**src/rtl/pipe_stage_elastic.sv**
```systemverilog
// Elastic pipeline-stage register: 2-entry skid buffer, registered in_ready, synchronous flush.
// Define PIPE_STAGE_PERF_EN to add the saturating stall_cycles counter port.
module pipe_stage_elastic #(
   parameter int               WIDTH          = 16,
   parameter logic [WIDTH-1:0] RESET_VAL      = '0,
   parameter bit               CLEAR_ON_FLUSH = 1'b1
) (
   input  logic             clk,
   input  logic             rst_n,
   input  logic             in_valid,
   output logic             in_ready,
   input  logic [WIDTH-1:0] in_data,
   input  logic             flush,
   output logic             out_valid,
   input  logic             out_ready,
   output logic [WIDTH-1:0] out_data,
   output logic [1:0]       occupancy
`ifdef PIPE_STAGE_PERF_EN
   ,output logic [15:0]     stall_cycles
`endif
);

   // Handshake: a payload moves on any rising edge where valid and ready are both 1;
   // valid never depends on ready, and in_ready is a pure flop output.
   // Encoding puts main_v in bit 0 and skid_v in bit 1 so both come straight off flops.
   typedef enum logic [1:0] {
      EMPTY = 2'b00,
      ONE   = 2'b01,
      FULL  = 2'b11
   } state_t;

   state_t           state_q, state_d;
   logic             main_v, skid_v;
   logic [WIDTH-1:0] main_d, skid_d;
   logic             accept, emit;
   logic             main_ld, main_from_skid, skid_ld;

   assign main_v    = state_q[0];
   assign skid_v    = state_q[1];
   assign in_ready  = ~skid_v;
   assign out_valid = main_v;
   assign out_data  = main_d;
   assign occupancy = {1'b0, main_v} + {1'b0, skid_v};
   assign accept    = in_valid & in_ready;
   assign emit      = out_valid & out_ready;

   always_ff @(posedge clk or negedge rst_n) begin
      if (!rst_n) state_q <= EMPTY;
      else        state_q <= state_d;
   end

   always_comb begin
      state_d        = state_q;
      main_ld        = 1'b0;
      main_from_skid = 1'b0;
      skid_ld        = 1'b0;
      case (state_q)
         EMPTY: begin
            if (accept) begin
               state_d = ONE;
               main_ld = 1'b1;
            end
         end
         ONE: begin
            if (accept && emit) begin
               main_ld = 1'b1;
            end else if (accept) begin
               state_d = FULL;
               skid_ld = 1'b1;
            end else if (emit) begin
               state_d = EMPTY;
            end
         end
         FULL: begin
            if (emit) begin
               state_d        = ONE;
               main_ld        = 1'b1;
               main_from_skid = 1'b1;
            end
         end
         default: state_d = EMPTY;
      endcase
      // Flush wins over everything, including a same-cycle accept.
      if (flush) begin
         state_d = EMPTY;
         main_ld = 1'b0;
         skid_ld = 1'b0;
      end
   end

   always_ff @(posedge clk or negedge rst_n) begin
      if (!rst_n) begin
         main_d <= RESET_VAL;
         skid_d <= RESET_VAL;
      end else if (flush) begin
         if (CLEAR_ON_FLUSH) begin
            main_d <= RESET_VAL;
            skid_d <= RESET_VAL;
         end
      end else begin
         if (main_ld) main_d <= main_from_skid ? skid_d : in_data;
         if (skid_ld) skid_d <= in_data;
      end
   end

`ifdef PIPE_STAGE_PERF_EN
   always_ff @(posedge clk or negedge rst_n) begin
      if (!rst_n)
         stall_cycles <= '0;
      else if (out_valid && !out_ready && stall_cycles != 16'hFFFF)
         stall_cycles <= stall_cycles + 16'd1;
   end
`endif

endmodule

```
**config.mk**
```make
export PLATFORM = sky130hd
export DESIGN_NAME = pipe_stage_elastic
export DESIGN_NICKNAME = d
export VERILOG_FILES = /design/src/rtl/pipe_stage_elastic.sv
export SDC_FILE = /design/constraint.sdc
export NUM_CORES = 1
export LEC_CHECK = 0
export BUFFER_PORTS_ARGS = -buffer_cell sky130_fd_sc_hd__clkbuf_2
export CORE_MARGIN = 2
export CORE_UTILIZATION = 40
export CTS_CLUSTER_SIZE = 14
export DETAILED_ROUTE_END_ITERATION = 8
export PLACE_DENSITY = 0.62
export SLEW_MARGIN = 25
export SYNTH_ARGS = -nofsm -noshare
export SYNTH_HDL_FRONTEND = slang
export SYNTH_SLANG_ARGS = --single-unit
```
**constraint.sdc**
```tcl
create_clock -name clk -period 1.8 [get_ports clk]
set_clock_uncertainty 0.05 [all_clocks]
set_input_delay 0.54 -clock clk [delete_from_list [all_inputs] [get_ports clk]]
set_output_delay 0.54 -clock clk [all_outputs]
set_load 0.005 [all_outputs]
```
-- Yosys cells after proc, flatten, opt, wreduce, memory -nomap -nowiden
Cells that the tools add are included.
- register bits: 34
- input bits: 21
- output and inout bits: 20
- logic and storage cells: 39
- add/subtract/negate cells: 1
- equality and inequality tests: 6
- muxes and demuxes: 21
- bitwise operators: 3
- reduce and logical (&&, ||, !) cells: 5
- operators with widths (kind ; number):
    $mux 16 ; 5
    $mux 2 ; 6
    $ne 3x3->1 const B ; 3
    $mux 1 ; 8
    $pmux 2 s3 ; 1
    $ne 4x4->1 const B ; 1
    $reduce_and 4->1 ; 1
    $reduce_bool 2->1 ; 2
    $pmux 1 s3 ; 1
    $add 1x1->2 ; 1
    $and 1x1->1 ; 2
    $eq 2x1->1 const B ; 1
    $eq 2x2->1 const B ; 1
    $logic_not 2->1 ; 1
    $logic_and 1x1->1 ; 1
    $not 1->1 ; 1

-- Depth between registers and ports, before layout
- depth in word-level cells: 8
- mapped depth: 7

-- Worst setup path after synthesis
Ideal clock, no wire load.
- path kind: register to register
- start: register state_q[0]
- end: register main_d[10] (netlist: out_data[10])
- arrival time: 1737 ps
- path slack: -65 ps
- cell stages (with the launch flop): 8
- path buffers: 2
- period minus slack after synthesis: 1865 ps
- cells stage by stage: dfrtp_1 > ha_1 > and3_1 > buf_6 > a221oi_4 > clkbuf_1 > o21ai_0 > a21oi_1
- cells in the longest elaborated chain, start to end: 6
- elaborated cells between the ends (all ways): 14
- classes of those cells: eq/ne: 2; mux: 8; bitwise: 1; reduce/logical: 3
- RTL lines (what ; RTL line ; source):
    from (decl) ; 32 ; state_t state_q, state_d;
    from (signal assigned) ; 49 ; else state_q <= state_d;
    $and 1x1->1 ; 45 ; assign emit = out_valid & out_ready;
    $logic_and 1x1->1 / $mux 1 (equally long branches) ; 65, 75 ;
    $mux 1, on equally long branches ; 65, 57 ;
    $pmux 1 s3 / $mux 16 (equally long branches) ; 57, 101 ;
    $mux 1 / $mux 16 (equally long branches) ; 84, 101 ;
    $reduce_bool 2->1 (no source line) / $mux 16 (equally long branches) ; n/a ;
    to (signal assigned) ; 101 ; if (main_ld) main_d <= main_from_skid ? skid_d : in_data;
    to (decl) ; 34 ; logic [WIDTH-1:0] main_d, skid_d;
Parallel ways exist; a longest one is shown, timed or not. The select of a mux whose other input is x is not followed.
A chain may end at the register's enable or synchronous reset.

-- Final worst setup path
- start: register state_q[0]
- end: register state_q[0]
- cells in the longest elaborated chain, start to end: 4
- elaborated cells between the ends (all ways): 12
- classes of those cells: eq/ne: 6; mux: 2; bitwise: 1; reduce/logical: 3
- RTL lines (what ; RTL line ; source):
    $and 1x1->1 ; 45 ;
    $logic_and 1x1->1 ; 65 ; if (accept && emit) begin
    $ne 3x3->1 (no source line) ; n/a ;
    $reduce_and 4->1 (no source line) ; n/a ;
Parallel ways exist; a longest one is shown, timed or not.

==> flow_summary.toml <==
[setup_path]
cp_slowest_stage_delay_ns = 0.48
critPathArrivalTime_ns = 1.99
worstSetupStartpointType = "register"
crit_slowest_cell = "or4_4"
startpoint = "state_q[0]$_DFFE_PN0P_"
required_ns = 1.95
cp_max_fo = 5
worstSetupPathType = "register to register"
r2r_start = "state_q[0]$_DFFE_PN0P_"
crit_path_end_kind = "register"
path_cells = "ha_4, and3b_4, mux2_4, or4_4, a21oi_2"

[global_routing]
grt_pass1_vias = 1339
grt_max_degree = 35
grt_usage_pct = 16.9
grt_pass1_wl_mm = 6.59
antenna_found_initial = 0
grt_overflow = 0

[floorplan]
die_height_um = 69.9
std_cell_rows = 23
initial_utilization_pct = 42.5
core_um2 = 4090
die_w_um = 69.9
dieArea_um2 = 4890
ios = 41

[sta]
fin_crit_ns = 1.84
rsz0062_at_grt = "yes"
maxSlewViolCount = 0
finalCritPeriodShare_pct = 102
tightestPinTransition_ns = 0.429
finalHoldViolCount = 0
setup_slack_ns = -0.0375
maxSlewHeadroom_pct = 71.4
setup_viol = 3
max_freq_mhz = 544

[synthesis]
synth_cells = 153
synth_warnings = 0
ys.flop_type = "dfrtp_1"
ys_top_cells_by_count = "dfrtp_1 (34), o21ai_0 (18), a21oi_1 (17), a22o_1 (16), mux2i_1 (16)"
yosys_register_bits = 34
synth.most_common_cell = "dfrtp_1"
synth_nets = 178
syn_area_um2 = 1740
syn_avg_cell_area_um2 = 11.4
yosysSeqAreaShare_pct = 49.0
ys_top_cells_by_area = "dfrtp_1 (49%), mux2i_1 (9.2%), a22o_1 (8.1%), o21ai_0 (5.2%), or3_1 (5.0%)"
synth_edf_count = 0
yosysTopAreaCellShare_pct = 49.0
ys_types = 28
synth_top_area_cell = "dfrtp_1"
async_flop_share_pct = 100

[clock_network]
numCtsBuffers = 5
cts_tree = "built"
clockBufferDepth = 2
clk_pin_slew_ns = 0.07
cts-root-buf = "clkbuf_8"
clk_latency_ns = 0.27
cts_sinks = 34
h-tree-depth = 2

[pwr]
leakage_nw = 1.04
ir_drop_uv = 476
powerDensity_nw_per_um2 = 942

[cells_and_area]
final_nets = 232
fin_cells = 258
nFillCells = 369
n_antenna_cell = 0
final_layout_size_suffix_gt1_share_pct = 41.8
area_delta_synth_final_pct = 29.6

[placed_design]
dpl.hpwl_mm = 2.75
pre_cts_slack_ns = -0.0490
portBuffers = 40
placedCellCount = 245
finalWeightedCongestion = 0.871

[run]
max_cap_violations = 0

[routing]
drt_first_pass_iters = 4
drt-wirelength-per-cell_um = 15.2
drc = 0
antenna_left = 0
drtIter0Drc = 77
viasPerCell = 5.23
wl_mm = 3.93
num_vias = 1349

[outcome]
outcome = "complete, but fails checks"
failed_checks = "setup timing"

[min_path]
hold_class = "primary input to asynchronous set/reset pin"
[final timing paths]
| kind | to | slack (ns) | cells after the start |
|---|---|---|---|
| max in group asynchronous | state_q[0]$_DFFE_PN0P_ | 1.15 | 2 |
| max | state_q[0]$_DFFE_PN0P_ | -0.04 | 5 |
| min | state_q[0]$_DFFE_PN0P_ | 0.23 | 2 |
| min reg2reg | skid_d[12]$_DFFE_PN0P_ | 0.46 | 1 |
| min in group clk | skid_d[12]$_DFFE_PN0P_ | 0.46 | 1 |
| max reg2reg | state_q[0]$_DFFE_PN0P_ | -0.04 | 5 |
[layer usage]
layer	share of wire [%]	vias up	wire length, um	track usage [%]
li1	-	676	-	-
met1	51	631	2000	25.6
met2	44	38	1710	23.8
met3	4.6	4	180	4.33
met4	0.79	0	31	4.49
met5	0	-	0	0
[what timing repair did]
action,CTS,global route
setup endpoints to repair,10,20
hold buffers,0,0
setup buffers,5,0
pin swaps,3,3
resized for setup,10,14
[area by class of cell]
| class | instances | area [um2] | share of cell area, % |
|---|---|---|---|
| Sequential cell | 34 | 852 | 37.8 |
| Clock inverter | 1 | 5.00 | 0.222 |
| Timing Repair Buffer | 59 | 388 | 17.2 |
| Inverter | 3 | 13.8 | 0.611 |
| Multi-Input combinational cell | 104 | 845 | 37.5 |
| Tap cell | 50 | 62.6 | 2.78 |
| Clock buffer | 7 | 86.3 | 3.83 |
[layout by cell type, fill, tap and decap left out, types with 2 or more instances in the layout]
| cell type | Yosys | routed |
|---|---|---|
| buf_12 | 1 | 3 |
| mux2i_1 | 16 | 16 |
| a21oi_2 | 0 | 4 |
| a21oi_1 | 17 | 13 |
| nor2_1 | 2 | 2 |
| o21ai_0 | 18 | 11 |
| a22o_1 | 16 | 16 |
| o41ai_1 | 2 | 2 |
| ha_4 | 0 | 2 |
| o21ai_1 | 0 | 7 |
| dfrtp_1 | 34 | 33 |
| nor2b_1 | 3 | 3 |
| nand2_1 | 2 | 2 |
| buf_4 | 1 | 14 |
| clkbuf_8 | 0 | 6 |
| or3_4 | 0 | 3 |
| buf_6 | 3 | 2 |
| clkbuf_2 | 0 | 40 |
| or3_1 | 14 | 11 |
[registers in the layout, summed over array words and instances, names as in the netlist]
register  count
skid_d       16
out_data     16
state_q       2
[report_power, final]
group	internal [mW]	total, mW	switching, mW
sequential	0.853	0.912	0.0597
clock	0.308	0.566	0.257
combinational	0.337	0.643	0.306
[stage by stage]
stage / cell area [um2] / hold WS [ns] / TNS [ns] / utilization, % / power, mW
2_1_floorplan: 1740 / 0.194 / 0 / - / 1.24
3_3_place_gp: 2050 / 0.438 / -0.00111 / 50.2 / 1.44
3_5_place_dp: 2050 / 0.442 / -0.172 / 50.2 / 1.46
4_1_cts: 2220 / 0.250 / -0.0562 / 54.4 / 2.12
5_1_grt: 2250 / 0.266 / -0.887 / 55.1 / 2.24
6_report: 2250 / 0.233 / -0.0704 / 55.1 / 2.12
[critical path, delay by kind of cell, from the launching register on]
kind,cells,cell delay [ns]
adders and majority gates,1,0.18
AOI/OAI and AO/OA,1,0.13
DFF,1,0.47
muxes,1,0.26
and+or+nand+nor,2,0.67
[logic make-up (layout without fill, tap and decap cells)]
kind of cell	count (synthesis)	count (layout)	share of synthesized area (%)
AND/OR/NAND/NOR	27	27	10.2
flip-flops	34	34	49.0
AO/OA/AOI/OAI	56	56	21.7
adder cells (fa/ha/maj)	4	4	2.88
buffers and inverters	15	70	6.26
multiplexers	17	17	10.1
No activity file was read; power rests on OpenSTA's default activity.
